### config.mk
export PLATFORM = sky130hd
export DESIGN_NAME = eeprom_const_ctrl
export DESIGN_NICKNAME = d
export VERILOG_FILES = /design/src/rtl/eeprom_const_ctrl.sv
export SDC_FILE = /design/constraint.sdc
export NUM_CORES = 1
export LEC_CHECK = 0
export ABC_AREA = 1
export CORE_ASPECT_RATIO = 1.75
export CORE_MARGIN = 5
export CORE_UTILIZATION = 45
export CTS_BUF_LIST = sky130_fd_sc_hd__clkbuf_8
export CTS_CLUSTER_DIAMETER = 60
export DETAILED_ROUTE_END_ITERATION = 8
export HOLD_SLACK_MARGIN = 0.03
export PLACE_DENSITY = 0.8
export SLEW_MARGIN = 10
export SYNTH_ARGS = -nofsm -noshare
export SYNTH_HDL_FRONTEND = slang
export SYNTH_SLANG_ARGS = --single-unit
### constraint.sdc
create_clock -name CLK -period 2.75 [get_ports CLK]
set_input_delay 0.6875 -clock CLK [delete_from_list [all_inputs] [get_ports CLK]]
set_output_delay 0.6875 -clock CLK [all_outputs]
set_load 0.02 [all_outputs]
### src/rtl/eeprom_const_ctrl.sv
// Read sequencer for the SHA-256 constant EEPROM: serves 8-word H bursts and
// single K[t] fetches, generating CE_N/OE_N with a programmable access wait.
module eeprom_const_ctrl #(
    parameter int unsigned WAIT_CYCLES = 4,
    parameter int unsigned H_BASE      = 0,
    parameter int unsigned K_BASE      = 8
) (
    input  logic        CLK,
    input  logic        RST,
    input  logic        H_REQ,
    input  logic        K_REQ,
    input  logic [5:0]  K_IDX,
    output logic        BUSY,
    output logic        DVALID,
    output logic        DKIND,
    output logic [5:0]  DIDX,
    output logic [31:0] DOUT,
    output logic        DONE_H,
    output logic [12:0] EE_A,
    input  logic [31:0] EE_IO,
    output logic        EE_CE_N,
    output logic        EE_OE_N,
    output logic        EE_WE_N,
    output logic [1:0]  DBG_STATE
);

    // Handshake: H_REQ/K_REQ are sampled only while IDLE (BUSY=0) and are never
    // queued; DVALID is a one-cycle strobe with no backpressure from the consumer.

    typedef enum logic [1:0] {
        IDLE    = 2'd0,
        SETUP   = 2'd1,
        ACCESS  = 2'd2,
        RELEASE = 2'd3
    } state_t;

    localparam logic [12:0] H_BASE_A  = 13'(H_BASE);
    localparam logic [12:0] K_BASE_A  = 13'(K_BASE);
    localparam logic [7:0]  WAIT_LOAD = 8'(WAIT_CYCLES - 1);

    state_t      state, state_nxt;
    logic        kind, kind_nxt;
    logic [5:0]  idx, idx_nxt;
    logic [7:0]  wait_cnt;
    logic [12:0] addr_nxt;

    always_comb begin
        state_nxt = state;
        kind_nxt  = kind;
        idx_nxt   = idx;
        case (state)
            IDLE: begin
                if (H_REQ) begin
                    kind_nxt  = 1'b0;
                    idx_nxt   = 6'd0;
                    state_nxt = SETUP;
                end else if (K_REQ) begin
                    kind_nxt  = 1'b1;
                    idx_nxt   = K_IDX;
                    state_nxt = SETUP;
                end
            end
            SETUP:  state_nxt = ACCESS;
            ACCESS: begin
                if (wait_cnt == 8'd0) state_nxt = RELEASE;
            end
            RELEASE: begin
                // An H burst goes straight back to SETUP so BUSY never drops mid-burst.
                if (!kind && idx < 6'd7) begin
                    idx_nxt   = idx + 6'd1;
                    state_nxt = SETUP;
                end else begin
                    state_nxt = IDLE;
                end
            end
            default: state_nxt = IDLE;
        endcase
    end

    assign addr_nxt = (kind_nxt ? K_BASE_A : H_BASE_A) + {7'd0, idx_nxt};

    always_ff @(posedge CLK) begin
        if (RST) begin
            state    <= IDLE;
            kind     <= 1'b0;
            idx      <= 6'd0;
            wait_cnt <= 8'd0;
            EE_A     <= 13'd0;
            DOUT     <= 32'd0;
            DKIND    <= 1'b0;
            DIDX     <= 6'd0;
        end else begin
            state <= state_nxt;
            kind  <= kind_nxt;
            idx   <= idx_nxt;
            // Address is set up one cycle ahead of CE_N and held through ACCESS.
            if (state_nxt == SETUP) EE_A <= addr_nxt;
            if (state == SETUP) begin
                wait_cnt <= WAIT_LOAD;
            end else if (state == ACCESS && wait_cnt != 8'd0) begin
                wait_cnt <= wait_cnt - 8'd1;
            end
            if (state == ACCESS && wait_cnt == 8'd0) begin
                DOUT  <= EE_IO;
                DKIND <= kind;
                DIDX  <= idx;
            end
        end
    end

    assign BUSY      = (state != IDLE);
    assign EE_CE_N   = (state != ACCESS);
    assign EE_OE_N   = (state != ACCESS);
    assign EE_WE_N   = 1'b1;
    assign DVALID    = (state == RELEASE);
    assign DONE_H    = (state == RELEASE) && !kind && (idx == 6'd7);
    assign DBG_STATE = state;

endmodule
# Word-level counts from Yosys, hierarchy flattened
# Cells that the tools add are included.
[classes]
eq_ne = 6
n_addsub = 3
muxes = 15
n_lt_le_gt_ge = 1
n_reduce_logical = 12
[ops]
columns = ["cell", "count"]
rows = [
  ["2-to-1 mux 6 bit", 3],
  ["one-hot mux 6 bit (2 select lines)", 1],
  ["2-to-1 mux 2 bit", 5],
  ["logical NOT 8 bit", 1],
  ["one-hot mux 2 bit (4 select lines)", 1],
  ["nonzero test 8 bit", 1],
  ["subtractor 8 x 1 -> 8 bit, second input constant", 1],
  ["adder 4 x 6 -> 7 bit", 1],
  ["adder 6 x 1 -> 6 bit, second input constant", 1],
  ["== test 6 x 3 -> 1 bit, second input constant", 1],
  ["< comparator 6 x 3 -> 1 bit, second input constant", 1],
  ["logical AND 1 bit", 5],
  ["== test 2 x 1 -> 1 bit, second input constant", 2],
  ["== test 2 bit, second input constant", 2],
  ["2-to-1 mux 1 bit", 4],
  ["2-to-1 mux 4 bit", 1],
  ["nonzero test 2 bit", 2],
  ["logical NOT 2 bit", 1],
  ["inequality test 2 bit, second input constant", 1],
  ["OR reduction 2 bit", 1],
  ["logical NOT 1 bit", 1],
]
[word_totals]
out_inout_bits = 60
ff_bits = 69

# Logic depth before layout (Yosys ltp)
# Gate-level depths: netlist of run 1.
[logic_depth]
depth_word = 5
ltp_mapped = 16
ltp_nobuf = 16

# Worst setup path after synthesis of run 1
# OpenSTA, ideal clock, no wires.
[synth_timing]
path_kind = "register -> register"
start = "register state[0], in the netlist DBG_STATE[0]"
end = "register EE_A[5]"
required_time_ns = 2.686
n_path_buf = 1
path_stages_with_launch = 16
arrival_ns = 2.303
slack_ns = 0.383
setup_time_ns = 0.064
path_cell_list = "dfxtp_1 -> inv_1 -> ha_1 -> inv_1 -> clkbuf_1 -> o21ai_0 -> inv_1 -> nand2_1 -> o21ai_0 -> inv_1 -> ha_1 -> ha_1 -> nand3b_1 -> nand2_1 -> nor2_1 -> nor2_1"
[synth_between]
elab_cells_between_ends = 13
cone_classes = "1 x add/sub; 4 x eq/ne; 7 x mux; 1 x reduce/logical"
[synth_rtl]
columns = ["element", "line_no", "text"]
rows = [
  ["from (decl)", "41", "state_t state, state_nxt;"],
  ["from (signal assigned)", "93", "state <= state_nxt;"],
  ["== test 2 bit, or another cell as far along", "51", "case (state)"],
  ["one-hot mux 2 bit (4 select lines) *", "51", ""],
  ["named net state_nxt[1]", "41", ""],
  ["== test 2 x 1 -> 1 bit *", "97", "if (state_nxt == SETUP) EE_A <= addr_nxt;"],
  ["to (signal assigned)", "97", ""],
  ["to (decl)", "19", "output logic [12:0] EE_A,"],
]
# The timed path passes the listed nets; every way through them passes the cells marked *.
# A chain may end at the register's enable or synchronous reset.

# Worst setup path after layout of run 1
[layout_timing]
start = "register state[0], in the netlist DBG_STATE[0]"
end = "output port EE_OE_N"
[layout_between]
elab_chain_cells = 1
[layout_rtl]
columns = ["element", "line_no", "text"]
rows = [
  ["inequality test 2 bit", "113", "assign EE_OE_N = (state != ACCESS);"],
  ["to (decl)", "22", "output logic EE_OE_N,"],
]
# Every way passes these cells.

==> results of run 1 <==
-- final cells by class --
| type | count | share of cell area |
|---|---|---|
| clock inverters | 4 | 0.01154 |
| flip-flops and latches | 63 | 0.3143 |
| multi-input cells | 275 | 0.3212 |
| inverters | 45 | 0.04210 |
| clock buffers | 11 | 0.03773 |
| well taps | 80 | 0.02495 |
| repair buffers | 101 | 0.2482 |
-- cell usage after synthesis, types with 2 or more instances --
cell	number	share of area
conb_1	2	0.0026
ha_1	8	0.035
nand2_1	58	0.076
buf_4	12	0.032
buf_6	2	0.0079
clkbuf_1	8	0.011
xor2_1	4	0.012
o21ai_0	55	0.097
nand4_1	3	0.0066
nor2_1	96	0.13
inv_2	5	0.0066
nand3_1	12	0.021
nor2_2	3	0.0066
inv_1	39	0.051
a21oi_1	20	0.035
nand3_2	2	0.0070
dfxtp_1	63	0.44
-- worst reg2reg max path: cells and delay by family (launching register included) --
| kind | cells | cell delay, ns |
|---|---|---|
| fa+ha+maj | 3 | 0.64 |
| simple gates | 6 | 0.48 |
| flops | 1 | 0.41 |
| buf+inv | 4 | 0.35 |
| compound gates | 3 | 0.27 |
-- sequential cells by signal, indices dropped and copies added (netlist names) --
| name | cells |
|---|---|
| DOUT | 32 |
| wait_cnt | 8 |
| EE_A | 7 |
| DIDX | 6 |
| idx | 6 |
| DBG_STATE | 2 |
| DKIND | 1 |
| kind | 1 |
-- logic make-up (layout without fill, tap and decap cells) --
group	after synthesis	after routing	synth area share
AND/OR/NAND/NOR	178	178	0.2575
AO/OA/AOI/OAI	78	78	0.1384
buffers and inverters	68	161	0.1112
flip-flops	63	63	0.4429
adder cells (fa/ha/maj)	8	8	0.03515
XOR/XNOR	4	4	0.01230
other	2	7	0.002637
-- power breakdown --
group / internal [uW] / switching [uW] / total [uW] / leakage, uW
clock network: 458 / 343 / 801 / 0.000103
registers: 1240 / 189 / 1430 / 0.000514
logic: 1060 / 1510 / 2570 / 0.00111
total: 2760 / 2040 / 4800 / 0.00173
-- metal layers --
layer | vias up | share of wire | global-route usage
met5 | - | 0 | 0
met4 | 0 | 0.026 | 0.08440
met3 | 14 | 0.084 | 0.08224
met2 | 80 | 0.50 | 0.3196
met1 | 1208 | 0.39 | 0.1951
li1 | 1431 | - | -
-- worst max-delay path by stage --
stage	end	slack, ns	from
after floorplan	EE_A[5]$_SDFFE_PP0N_	0.38	DBG_STATE[0]$_SDFF_PP0_
after global routing	EE_OE_N	0.07	DBG_STATE[0]$_SDFF_PP0_
after global placement	EE_A[5]$_SDFFE_PP0N_	0.16	H_REQ
after detailed placement	EE_A[5]$_SDFFE_PP0N_	0.09	H_REQ
after CTS	DONE_H	0.11	DBG_STATE[0]$_SDFF_PP0_
final	EE_OE_N	0.16	DBG_STATE[0]$_SDFF_PP0_
-- timing repair --
action / in CTS / in global routing
hold buffers: 0 / 0
endpoints found under the setup margin: 0 / 1
resized for setup: 0 / 1
setup buffers: 0 / 0
-- stage by stage --
step                      hold WS [ns]    util  power, uW
final                           0.4704  0.6492       4801
after CTS                       0.4701  0.6488       4856
after detailed placement        0.4600  0.6168       4035
after global routing            0.5129  0.6492       5225
after floorplan                 0.4453       -       3121
after global placement          0.4543  0.6168       4000
==> run metrics, run 1 <==
WL final 7.288 mm; wire length per cell 12.59 um; Hold Crit Endpoint wait_cnt[0]$_SDFFE_PP0P_; # rows 38; relative max-transition margin 0.5285; crit path max fanout 5; pre-CTS WS 0.09340 ns; Post-Place Cells 564; Crit path max-delay family buffers and inverters; CP cell instances inv_1 -> ha_1 -> inv_1 -> clkdlybuf4s50_1; Max IR drop VDD 587.3 uV; worst r2r src DBG_STATE[0]$_SDFF_PP0_; htree depth 3; Yosys warnings 0; Die Ht 115.2 um; width of the chip 70.14 um; DIE AREA 8082 sq um; Layout Nets 545; dominant synthesized flop cell dfxtp_1; drt initial violations 100; final setup vio count 0; Port Buf Inserts 94; CTS Root Cell clkbuf_8; largest net degree at the start of global routing 47; Vias 2,733; layout cells sized above 1 0.06413; hold_sp wait_cnt[0]$_SDFFE_PP0P_; Max-Cap Viols 0; Critical Path Sink Type output pin; CP Depth 4; fin crit share 0.9436; RD Place Congestion 0.9190; initial antenna violation count 0; grt ovf 0; slowest CP cell clkdlybuf4s50_1; max frequency 385.4 MHz; fill count 546; dpl cell area 3812 sq um; antenna-violating nets left 0; first-pass GRT wire length 11.83 mm; Avg Vias per Cell 4.720; Leakage 0.001726 uW; Reg2Reg Depth 16; pwr/cell area 1196 nW/um^2; CP max stage delay 0.62 ns; total area of sequential cells 1261 sq um; Slew Viols, Final 0; DRC errors left 0; CTS tree yes; Syn Inst Count 401; # clock sinks 63; ANT cells 0; CTS clk-pin slew, worst paths 0.07 ns; Detail Placement HPWL 5.535 mm; 1st-pass router iterations 4; status completed; Tmin final 2.595 ns; commonest non-fill, non-tap cell in the layout nor2_1; Syn Std Cell Area 2848 sq um; CP Buf/Inv Count 3; Min-Delay Path Class flop to flop; post-route setup slack 0.1551 ns; Crit path top cell by count inv_1; Tightest Pin Transition 0.7063 ns; Max Buffers Root-to-Sink 2; Synth async-reset ratio 0; unrepaired setup endpoints after global routing no; Avg Cell Area, Syn 7.102 sq um; count of flip-flops with a built-in enable after synthesis 0; r2r endpoint EE_A[5]$_SDFFE_PP0N_; WHS Path Cells 2; starting density of the core 0.4607; Setup Skew 0.008705 ns; CP Data Arrival Time 1.91 ns; commonest cells after routing, fill and taps aside 96 x nor2_1, 93 x clkdlybuf4s50_1, 63 x dfxtp_1, 58 x nand2_1, 55 x o21ai_0; synth unique cells 26; WP data required 2.06 ns; total negative slack 0 ns; number of global-route vias before repair 2,544; Num CTS Buffers 9; FF+latch count, synth 63; sequential cell area fraction in the yosys report 0.4429; design area 4013 sq um; Final Hold Vio Count 0; Core Area 6181 sq um; multi-input logic area 1289 sq um; I/O pin count 102; Startpoint Class flop; Setup Crit Path Kind flop to output pin; clk_lat worst skew 0.34 ns; Total Routing Usage GR 0.1860; Synth-to-Final Area Change 40.91%; Non-Filler Instances 579; r2r setup slk 0.54 ns
No activity file was read; power rests on OpenSTA's default activity.
==> run 2, diff against run 1 <==
--- a/config.mk
+++ b/config.mk
@@ -14,6 +14,7 @@
 export DETAILED_ROUTE_END_ITERATION = 8
 export HOLD_SLACK_MARGIN = 0.03
 export PLACE_DENSITY = 0.8
+export SKIP_CTS_REPAIR_TIMING = 1
 export SLEW_MARGIN = 10
 export SYNTH_ARGS = -nofsm -noshare
 export SYNTH_HDL_FRONTEND = slang
==> results of run 2 <==
No change in the layout: final DEF, timing and power equal those of run 1.
